### src/rtl/evm_pkg.sv
// Shared types and constants for the EVM ballot unit: FSM states, party codes,
// the vote counter ceiling and a one-hot test.
package evm_pkg;

  typedef enum logic [2:0] {
    StIdle,
    StArmed,
    StSend,
    StReleaseOk,
    StReleaseInv
  } evm_state_e;

  localparam logic [2:0] P1       = 3'b001;
  localparam logic [2:0] P2       = 3'b010;
  localparam logic [2:0] P3       = 3'b100;
  localparam logic [6:0] VOTE_MAX = 7'd127;

  function automatic logic is_onehot(input logic [2:0] v);
    return (v == P1) || (v == P2) || (v == P3);
  endfunction

endpackage

### src/rtl/evm_btn_debounce.sv
// Two-flop synchronizer plus stability filter for the party-button bus; the
// debounced pattern follows the synchronized value once it has held DB_CYCLES cycles.
module evm_btn_debounce #(
  parameter int unsigned DB_CYCLES = 4,
  parameter int unsigned W         = 3
) (
  input  logic         clk,
  input  logic         rst_n,
  input  logic [W-1:0] i_raw,
  output logic [W-1:0] o_db
);

  localparam int unsigned CW = (DB_CYCLES > 1) ? $clog2(DB_CYCLES) : 1;
  localparam logic [CW-1:0] CntMax = CW'(DB_CYCLES - 1);

  logic [W-1:0]  r_s1;
  logic [W-1:0]  r_s2;
  logic [W-1:0]  r_db;
  logic [CW-1:0] r_cnt;

  // r_s1 is the value r_s2 takes next, so equality means r_s2 is holding steady.
  always_ff @(posedge clk or negedge rst_n) begin
    if (!rst_n) begin
      r_s1  <= '0;
      r_s2  <= '0;
      r_db  <= '0;
      r_cnt <= '0;
    end else begin
      r_s1 <= i_raw;
      r_s2 <= r_s1;
      if (r_s1 != r_s2) begin
        r_cnt <= '0;
      end else if (r_cnt == CntMax) begin
        r_db <= r_s2;
      end else begin
        r_cnt <= r_cnt + CW'(1);
      end
    end
  end

  assign o_db = r_db;

endmodule

### src/rtl/evm_ballot_unit.sv
// Voter-side ballot unit: arms one ballot per officer issue, debounces the party
// buttons and hands exactly one one-hot vote to the counting unit over valid/ready.
module evm_ballot_unit
  import evm_pkg::*;
#(
  parameter int unsigned DB_CYCLES      = 4,
  parameter int unsigned TIMEOUT_CYCLES = 1000
) (
  input  logic       clk,
  input  logic       rst_n,
  input  logic       i_ballot_issue,
  input  logic [2:0] i_party_btn,
  input  logic       i_vote_ready,
  output logic       o_vote_valid,
  output logic [2:0] o_vote_code,
  output logic       o_ready_led,
  output logic       o_invalid,
  output logic       o_timeout,
  output logic [6:0] o_voters_served
);

  localparam int unsigned TW = (TIMEOUT_CYCLES > 1) ? $clog2(TIMEOUT_CYCLES) : 1;
  localparam logic [TW-1:0] TMax = TW'(TIMEOUT_CYCLES - 1);

  logic [2:0]    w_db;
  evm_state_e    r_state, w_state_d;
  logic [TW-1:0] r_tcnt, w_tcnt_d;
  logic [2:0]    r_code, w_code_d;
  logic          r_invalid, w_invalid_d;
  logic          r_timeout, w_timeout_d;
  logic [6:0]    r_served, w_served_d;

  evm_btn_debounce #(
    .DB_CYCLES(DB_CYCLES),
    .W        (3)
  ) u_debounce (
    .clk  (clk),
    .rst_n(rst_n),
    .i_raw(i_party_btn),
    .o_db (w_db)
  );

  always_ff @(posedge clk or negedge rst_n) begin
    if (!rst_n) begin
      r_state   <= StIdle;
      r_tcnt    <= '0;
      r_code    <= '0;
      r_invalid <= 1'b0;
      r_timeout <= 1'b0;
      r_served  <= '0;
    end else begin
      r_state   <= w_state_d;
      r_tcnt    <= w_tcnt_d;
      r_code    <= w_code_d;
      r_invalid <= w_invalid_d;
      r_timeout <= w_timeout_d;
      r_served  <= w_served_d;
    end
  end

  always_comb begin
    w_state_d   = r_state;
    w_tcnt_d    = r_tcnt;
    w_code_d    = r_code;
    w_invalid_d = 1'b0;
    w_timeout_d = 1'b0;
    w_served_d  = r_served;
    unique case (r_state)
      StIdle: begin
        if (i_ballot_issue) begin
          w_state_d = StArmed;
          w_tcnt_d  = '0;
        end
      end
      StArmed: begin
        if (r_tcnt != TMax) w_tcnt_d = r_tcnt + TW'(1);
        // A press wins over an expiring ballot in the same cycle.
        if (is_onehot(w_db)) begin
          w_state_d = StSend;
          w_code_d  = w_db;
        end else if (w_db != 3'b000) begin
          w_state_d   = StReleaseInv;
          w_invalid_d = 1'b1;
        end else if (r_tcnt == TMax) begin
          w_state_d   = StIdle;
          w_timeout_d = 1'b1;
        end
      end
      StSend: begin
        if (i_vote_ready) begin
          w_state_d = StReleaseOk;
          if (r_served != VOTE_MAX) w_served_d = r_served + 7'd1;
        end
      end
      StReleaseOk: begin
        if (w_db == 3'b000) w_state_d = StIdle;
      end
      StReleaseInv: begin
        // Retry keeps the remaining ballot time.
        if (w_db == 3'b000) w_state_d = StArmed;
      end
      default: w_state_d = StIdle;
    endcase
  end

  assign o_vote_valid    = (r_state == StSend);
  assign o_vote_code     = o_vote_valid ? r_code : 3'b000;
  assign o_ready_led     = (r_state == StArmed);
  assign o_invalid       = r_invalid;
  assign o_timeout       = r_timeout;
  assign o_voters_served = r_served;

endmodule

### config.mk
export PLATFORM = sky130hd
export DESIGN_NAME = evm_ballot_unit
export DESIGN_NICKNAME = d
export VERILOG_FILES = /design/src/rtl/evm_pkg.sv /design/src/rtl/evm_btn_debounce.sv /design/src/rtl/evm_ballot_unit.sv
export SDC_FILE = /design/constraint.sdc
export NUM_CORES = 1
export LEC_CHECK = 0
export CELL_PAD_IN_SITES_DETAIL_PLACEMENT = 1
export CELL_PAD_IN_SITES_GLOBAL_PLACEMENT = 2
export CORE_MARGIN = 2
export CORE_UTILIZATION = 38
export DETAILED_ROUTE_END_ITERATION = 10
export GPL_TIMING_DRIVEN = 0
export MAX_ROUTING_LAYER = met4
export PLACE_DENSITY = 0.86
export RECOVER_POWER = 25
export SLEW_MARGIN = 10
export SYNTH_ARGS = -nofsm -noshare
export SYNTH_HDL_FRONTEND = slang
export SYNTH_SLANG_ARGS = --single-unit
export TNS_END_PERCENT = 30
### constraint.sdc
create_clock -name clk -period 3.58 [get_ports clk]
set_clock_uncertainty 0.05 [all_clocks]
set_input_delay 0.716 -clock clk [delete_from_list [all_inputs] [get_ports clk]]
set_output_delay 0.716 -clock clk [all_outputs]
set_load 0.02 [all_outputs]
==> Word-level counts from Yosys, hierarchy flattened <==
Index checks and enable logic that the tools add are counted.
{ "classes": {"n_mul": 0, "muxes": 21, "n_reduce_logical": 11, "n_div": 0, "n_eq_ne": 19, "shift": 0, "order_cmp": 0, "addsub": 3, "n_bitwise": 1} }
{ "op_table": {"columns": ["op", "n"], "rows": [
  ["two-way mux 3 bit", 8],
  ["two-way mux 10 bit", 2],
  ["one-hot mux 10 bit (2 select lines)", 1],
  ["one-hot mux 3 bit (5 select lines)", 1],
  ["adder 10 x 1 -> 10 bit, second input constant", 1],
  ["== test 10 bit, second input constant", 1],
  ["!= test 10 bit, second input constant", 1],
  ["== test 3 x 2 -> 1 bit, second input constant", 3],
  ["!= test 2 bit, second input constant", 4],
  ["adder 7 x 1 -> 7 bit, second input constant", 1],
  ["two-way mux 1 bit", 7],
  ["!= test 7 bit, second input constant", 1],
  ["== test 3 x 1 -> 1 bit, second input constant", 2],
  ["== test 3 bit, second input constant", 2],
  ["zero test 3 bit", 2],
  ["AND reduction 3 bit", 2],
  ["AND reduction 5 bit", 1],
  ["two-way mux 2 bit", 2],
  ["!= test 2 x 1 -> 1 bit, second input constant", 2],
  ["!= test 4 x 1 -> 1 bit, second input constant", 1],
  ["AND reduction 2 bit", 2],
  ["!= test 3 bit", 1],
  ["nonzero test 3 bit", 1],
  ["adder 2 x 1 -> 2 bit, second input constant", 1],
  ["4 further kinds", 5]
]} }
{ "word_totals": {"out_inout_bits": 14, "inputBits": 7, "ram_bits": 0, "elab_cells": 65, "mem_bits_ro": 0, "latchBits": 0, "mem_count": 0, "regBits": 36} }

==> Longest topological paths before layout <==
{ "depth": {"word_depth": 5, "ltp_mapped": 6, "depth_no_buf": 5} }

==> Cells and area by module <==
From an unflattened synthesis, not the netlist that was laid out.
{ "hier_totals": {"cells_unflattened": 170, "area_unflattened_um2": 1778.0} }
{ "modules_own_cells": {"columns": ["module", "n_inst", "cells_each", "area_per_inst_um2", "seq_area_each_um2"], "rows": [
  ["evm_ballot_unit", 1, 146, 1392.6, 625.6],
  ["evm_btn_debounce", 1, 24, 385.4, 275.3]
]} }

==> Worst setup path after synthesis <==
No wires, ideal clock.
{ "synth_path": {"kind": "flip-flop to output port", "startpoint": "register r_state[0]", "endpoint": "output o_vote_code[0]", "path_buffers": 1, "t_required_ns": 2.814, "stages_incl_launch_ff": 4, "slack_ns": 1.204, "t_arrival_ns": 1.610, "path_cell_list": "dfrtp_1 > buf_2 > nor3b_1 > and2_1"} }
{ "synth_between": {"elab_chain_len": 2} }
{ "synth_rtl": {"columns": ["item", "line_no", "rtl"], "rows": [
  ["start, declared", "evm_ballot_unit.sv:26", "evm_state_e r_state, w_state_d;"],
  ["start signal, assigned", "evm_ballot_unit.sv:45", "r_state <= StIdle;"],
  ["start signal, assigned", "evm_ballot_unit.sv:52", "r_state <= w_state_d;"],
  ["== test 3 x 2 -> 1 bit", "evm_ballot_unit.sv:106", "assign o_vote_valid = (r_state == StSend);"],
  ["named net o_vote_valid", "evm_ballot_unit.sv:14", "output logic o_vote_valid,"],
  ["two-way mux 3 bit", "evm_ballot_unit.sv:107", "assign o_vote_code = o_vote_valid ? r_code : 3'b000;"],
  ["end, declared", "evm_ballot_unit.sv:15", "output logic [2:0] o_vote_code,"]
]} }
The timed path passes the listed nets, and every way through them passes these cells.

==> Final worst setup path <==
{ "layout_path": {"startpoint": "register r_state[0]", "endpoint": "output o_ready_led"} }
{ "layout_between": {"elab_chain_len": 1} }
{ "layout_rtl": {"columns": ["item", "line_no", "rtl"], "rows": [
  ["== test 3 x 1 -> 1 bit", "evm_ballot_unit.sv:108", "assign o_ready_led = (r_state == StArmed);"],
  ["end, declared", "evm_ballot_unit.sv:16", "output logic o_ready_led,"]
]} }
Every way passes these cells.

==> results.toml <==
[outcome]
status = "finished, violations left"
violations = "max-capacitance violations, max-slew violations"

[final_layout]
post_route_cells_drive_above_1_share_pct = 10.7
finalNetCount = 199
syn_to_final_growth_pct = 18.6
fin_util_pct = 47.3
antenna_cells = 0

[hold_path]
whs_endpoint = "u_debounce.r_s2[1]$_DFF_PN0_"
holdPathStages = 0
hold_start = "u_debounce.r_s1[1]$_DFF_PN0_"
min_path_type = "reg -> reg"

[routing]
routed-via-count = 1299
drt_wl_total_um = 3910
detail-route-antenna-nets = 0
drt_iter0_drc = 42
first_pass_iters = 3
drc = 0
wl_per_cell_um = 16.3
viasPerCell = 5.44

[sta]
fin_crit_sh_pct = 88.3
worst_pin_slew_ps = 1930
period_needed_ps = 3160
setup-violations-final = 0
finalSetupTns_ps = 0
hold_violations = 0
slew_headroom_pct = -28.8
finalMaxSlewViolations = 37
rsz0062_at_grt = "false"
max_freq_ghz = 0.316
hold-worst-slack_ps = 353

[clock_network]
cts_root_buf = "clkbuf_8"
clkLatencyLatePin_ps = 280
htree_levels = 2
clkSinkCount = 36
cts_setup_buffers = 0
clk_pin_slew_ps = 70
numCtsBuffers = 5
cts_hold_repair.buffers = 0
cts_resized = 0
clockBufferDepth = 2
cts_tree = "built"

[grt]
grt_max_degree = 37
grt_pass1_vias = 1402
grt.overflow.total = 0
antenna_found_initial = 0
grt_pass1_wl_um = 6610
grt_usage_pct = 17.0

[place]
place_congestion = 0.773
hpwl_um = 2860
port_buffers = 20

[worst_setup_path]
cp_data_required_time_ps = 2810
crit_type = "reg -> out"
crit_path_end_kind = "output port"
critPathMaxFanout = 10
path_cells = "buf_2 -> or3b_2 -> clkbuf_1 -> inv_1 -> clkdlybuf4s50_1"
path_delay_family = "buffers and inverters"
crit_path_max_incr_delay_ps = 640
critPathLaunchType = "register"
reg2reg_depth = 4
reg2reg_slack_ps = 1560
rr_startpoint = "r_state[0]$_DFFE_PN0P_"
cp_slowest_cell = "clkdlybuf4s50_1"
worst-path-buf-inv = 4
arrival_ps = 2400
rr_endpoint = "o_voters_served[1]$_DFFE_PN0P_"

[floorplan]
start_util_pct = 39.8
pin_count = 21
die_h_um = 72.0
die_x_um = 72.0
die_area_um2 = 5190
core_um2 = 4410
rows = 24

[yosys]
synth_cells = 162
synth_cell_types = 44
ys_ff_latch = 36
synth_nets = 172
synth.avg_cell_area_um2 = 10.9
synthFlopType = "dfrtp_1"
yosysWarningCount = 0
async_flop_share_pct = 100
ys_seq_area_share_pct = 51.2
synth_edf_count = 0
synth_area_um2 = 1760

[power_and_ir_drop]
power_leakage_nw = 0.912
ir_drop_v = 0.000256
p_per_area_nw_per_um2 = 590

[run]
maxCapViolCount = 1
==> final cells by class <==
class                   instances  area [µm²]
fillers                       501        2330
flip-flops and latches         36         901
multi-input cells             115         800
plain buffers                   7        42.5
repair buffers                 20         194
inverters                       4        15.0
well taps                      52        65.1
clock buffers                   5        68.8
==> flip-flops by register name, summed over array words and instances, names as in the netlist <==
| signal | cells |
|---|---|
| u_debounce.r_s1 | 3 |
| o_invalid | 1 |
| o_voters_served | 7 |
| r_code | 3 |
| u_debounce.o_db | 3 |
| u_debounce.r_s2 | 3 |
| o_timeout | 1 |
| r_tcnt | 10 |
| r_state | 3 |
| u_debounce.r_cnt | 2 |
==> per-stage QoR <==
step	instances	setup slack, ps	power [W]	instance area, µm²
after floorplan	162	1200	0.000813	1760
after global placement	234	770	0.000963	2020
after detailed placement	234	729	0.000991	2020
after CTS	239	411	0.00125	2090
after global routing	239	331	0.00131	2090
final	239	419	0.00123	2090
==> cells in the mapped netlist (2+ instances only) <==
| cell type | count | area (µm²) |
|---|---|---|
| nand4_1 | 6 | 37.5 |
| or4_1 | 2 | 15.0 |
| inv_1 | 4 | 15.0 |
| and2_1 | 3 | 18.8 |
| o21ai_0 | 7 | 35.0 |
| mux2i_1 | 2 | 20.0 |
| clkbuf_1 | 2 | 7.51 |
| o31ai_1 | 2 | 15.0 |
| dfrtp_1 | 36 | 901 |
| a21oi_1 | 6 | 30.0 |
| buf_6 | 2 | 22.5 |
| a21o_1 | 2 | 15.0 |
| nor4b_1 | 2 | 17.5 |
| nand2_1 | 6 | 22.5 |
| and3_1 | 4 | 25.0 |
| a31o_2 | 2 | 17.5 |
| nand3_1 | 6 | 30.0 |
| xor2_1 | 2 | 17.5 |
| nor2_1 | 14 | 52.6 |
| nor2b_1 | 2 | 12.5 |
| xnor2_1 | 11 | 96.3 |
| buf_1 | 2 | 7.51 |
| nor3_1 | 6 | 30.0 |
| mux2_2 | 7 | 78.8 |
| ha_1 | 3 | 37.5 |
| a31oi_1 | 3 | 18.8 |
==> cell families (layout without fill, tap and decap cells) <==
logic type                 after synthesis  count (layout)  synth area share (%)
AOI/OAI and AO/OA                       28              28                  10.4
xor gates and xnor gates                13              13                  6.48
adders and majority gates                4               4                  2.70
buffers and inverters                   11              36                  3.27
DFF                                     36              36                  51.2
muxes                                    9               9                  5.62
and+or+nand+nor                         61              61                  20.3
==> worst reg2reg max path, delay by kind of cell (launching register included) <==
kind	cells	cell delay [ps]
and+or+nand+nor	1	580
DFF	1	370
AOI/OAI and AO/OA	1	370
muxes	1	350
buffers and inverters	1	190
==> power by group <==
part / switching (W) / leakage, nW / internal [W]
registers: 0.0000588 / 0.466 / 0.000463
logic: 0.000256 / 0.410 / 0.000202
clock network: 0.000125 / 0.0359 / 0.000125
==> layer usage <==
layer	wire length (µm)	GRT usage, %	vias to the layer above	part of all wire (%)
met1	1780	20.2	642	46
met5	0	-	-	0
met4	55	6.50	0	1.4
met3	70	3.19	7	1.8
li1	-	-	635	-
met2	2000	28.7	15	51
==> worst max-delay path by stage <==
stage / startpoint / end / slack, ps / depth (start not counted)
after global placement: r_state[0]$_DFFE_PN0P_ / o_ready_led / 770 / 5
after CTS: r_state[0]$_DFFE_PN0P_ / o_ready_led / 410 / 5
after global routing: r_state[0]$_DFFE_PN0P_ / o_ready_led / 330 / 5
final: r_state[0]$_DFFE_PN0P_ / o_ready_led / 420 / 5
after detailed placement: r_state[0]$_DFFE_PN0P_ / o_ready_led / 730 / 5
after floorplan: r_state[0]$_DFFE_PN0P_ / o_vote_code[0] / 1200 / 3
==> placed cells by master, fill, tap and decap left out, types with 5 or more instances in the layout <==
| cell | n |
|---|---|
| dfrtp_1 | 36 |
| clkdlybuf4s50_1 | 16 |
| nor2_1 | 14 |
| xnor2_1 | 11 |
| o21ai_0 | 7 |
| mux2_2 | 7 |
| a21oi_1 | 6 |
| nand4_1 | 6 |
| nand2_1 | 6 |
| nor3_1 | 6 |
| nand3_1 | 6 |
| clkbuf_8 | 5 |
(Power assumes the default switching activity.)
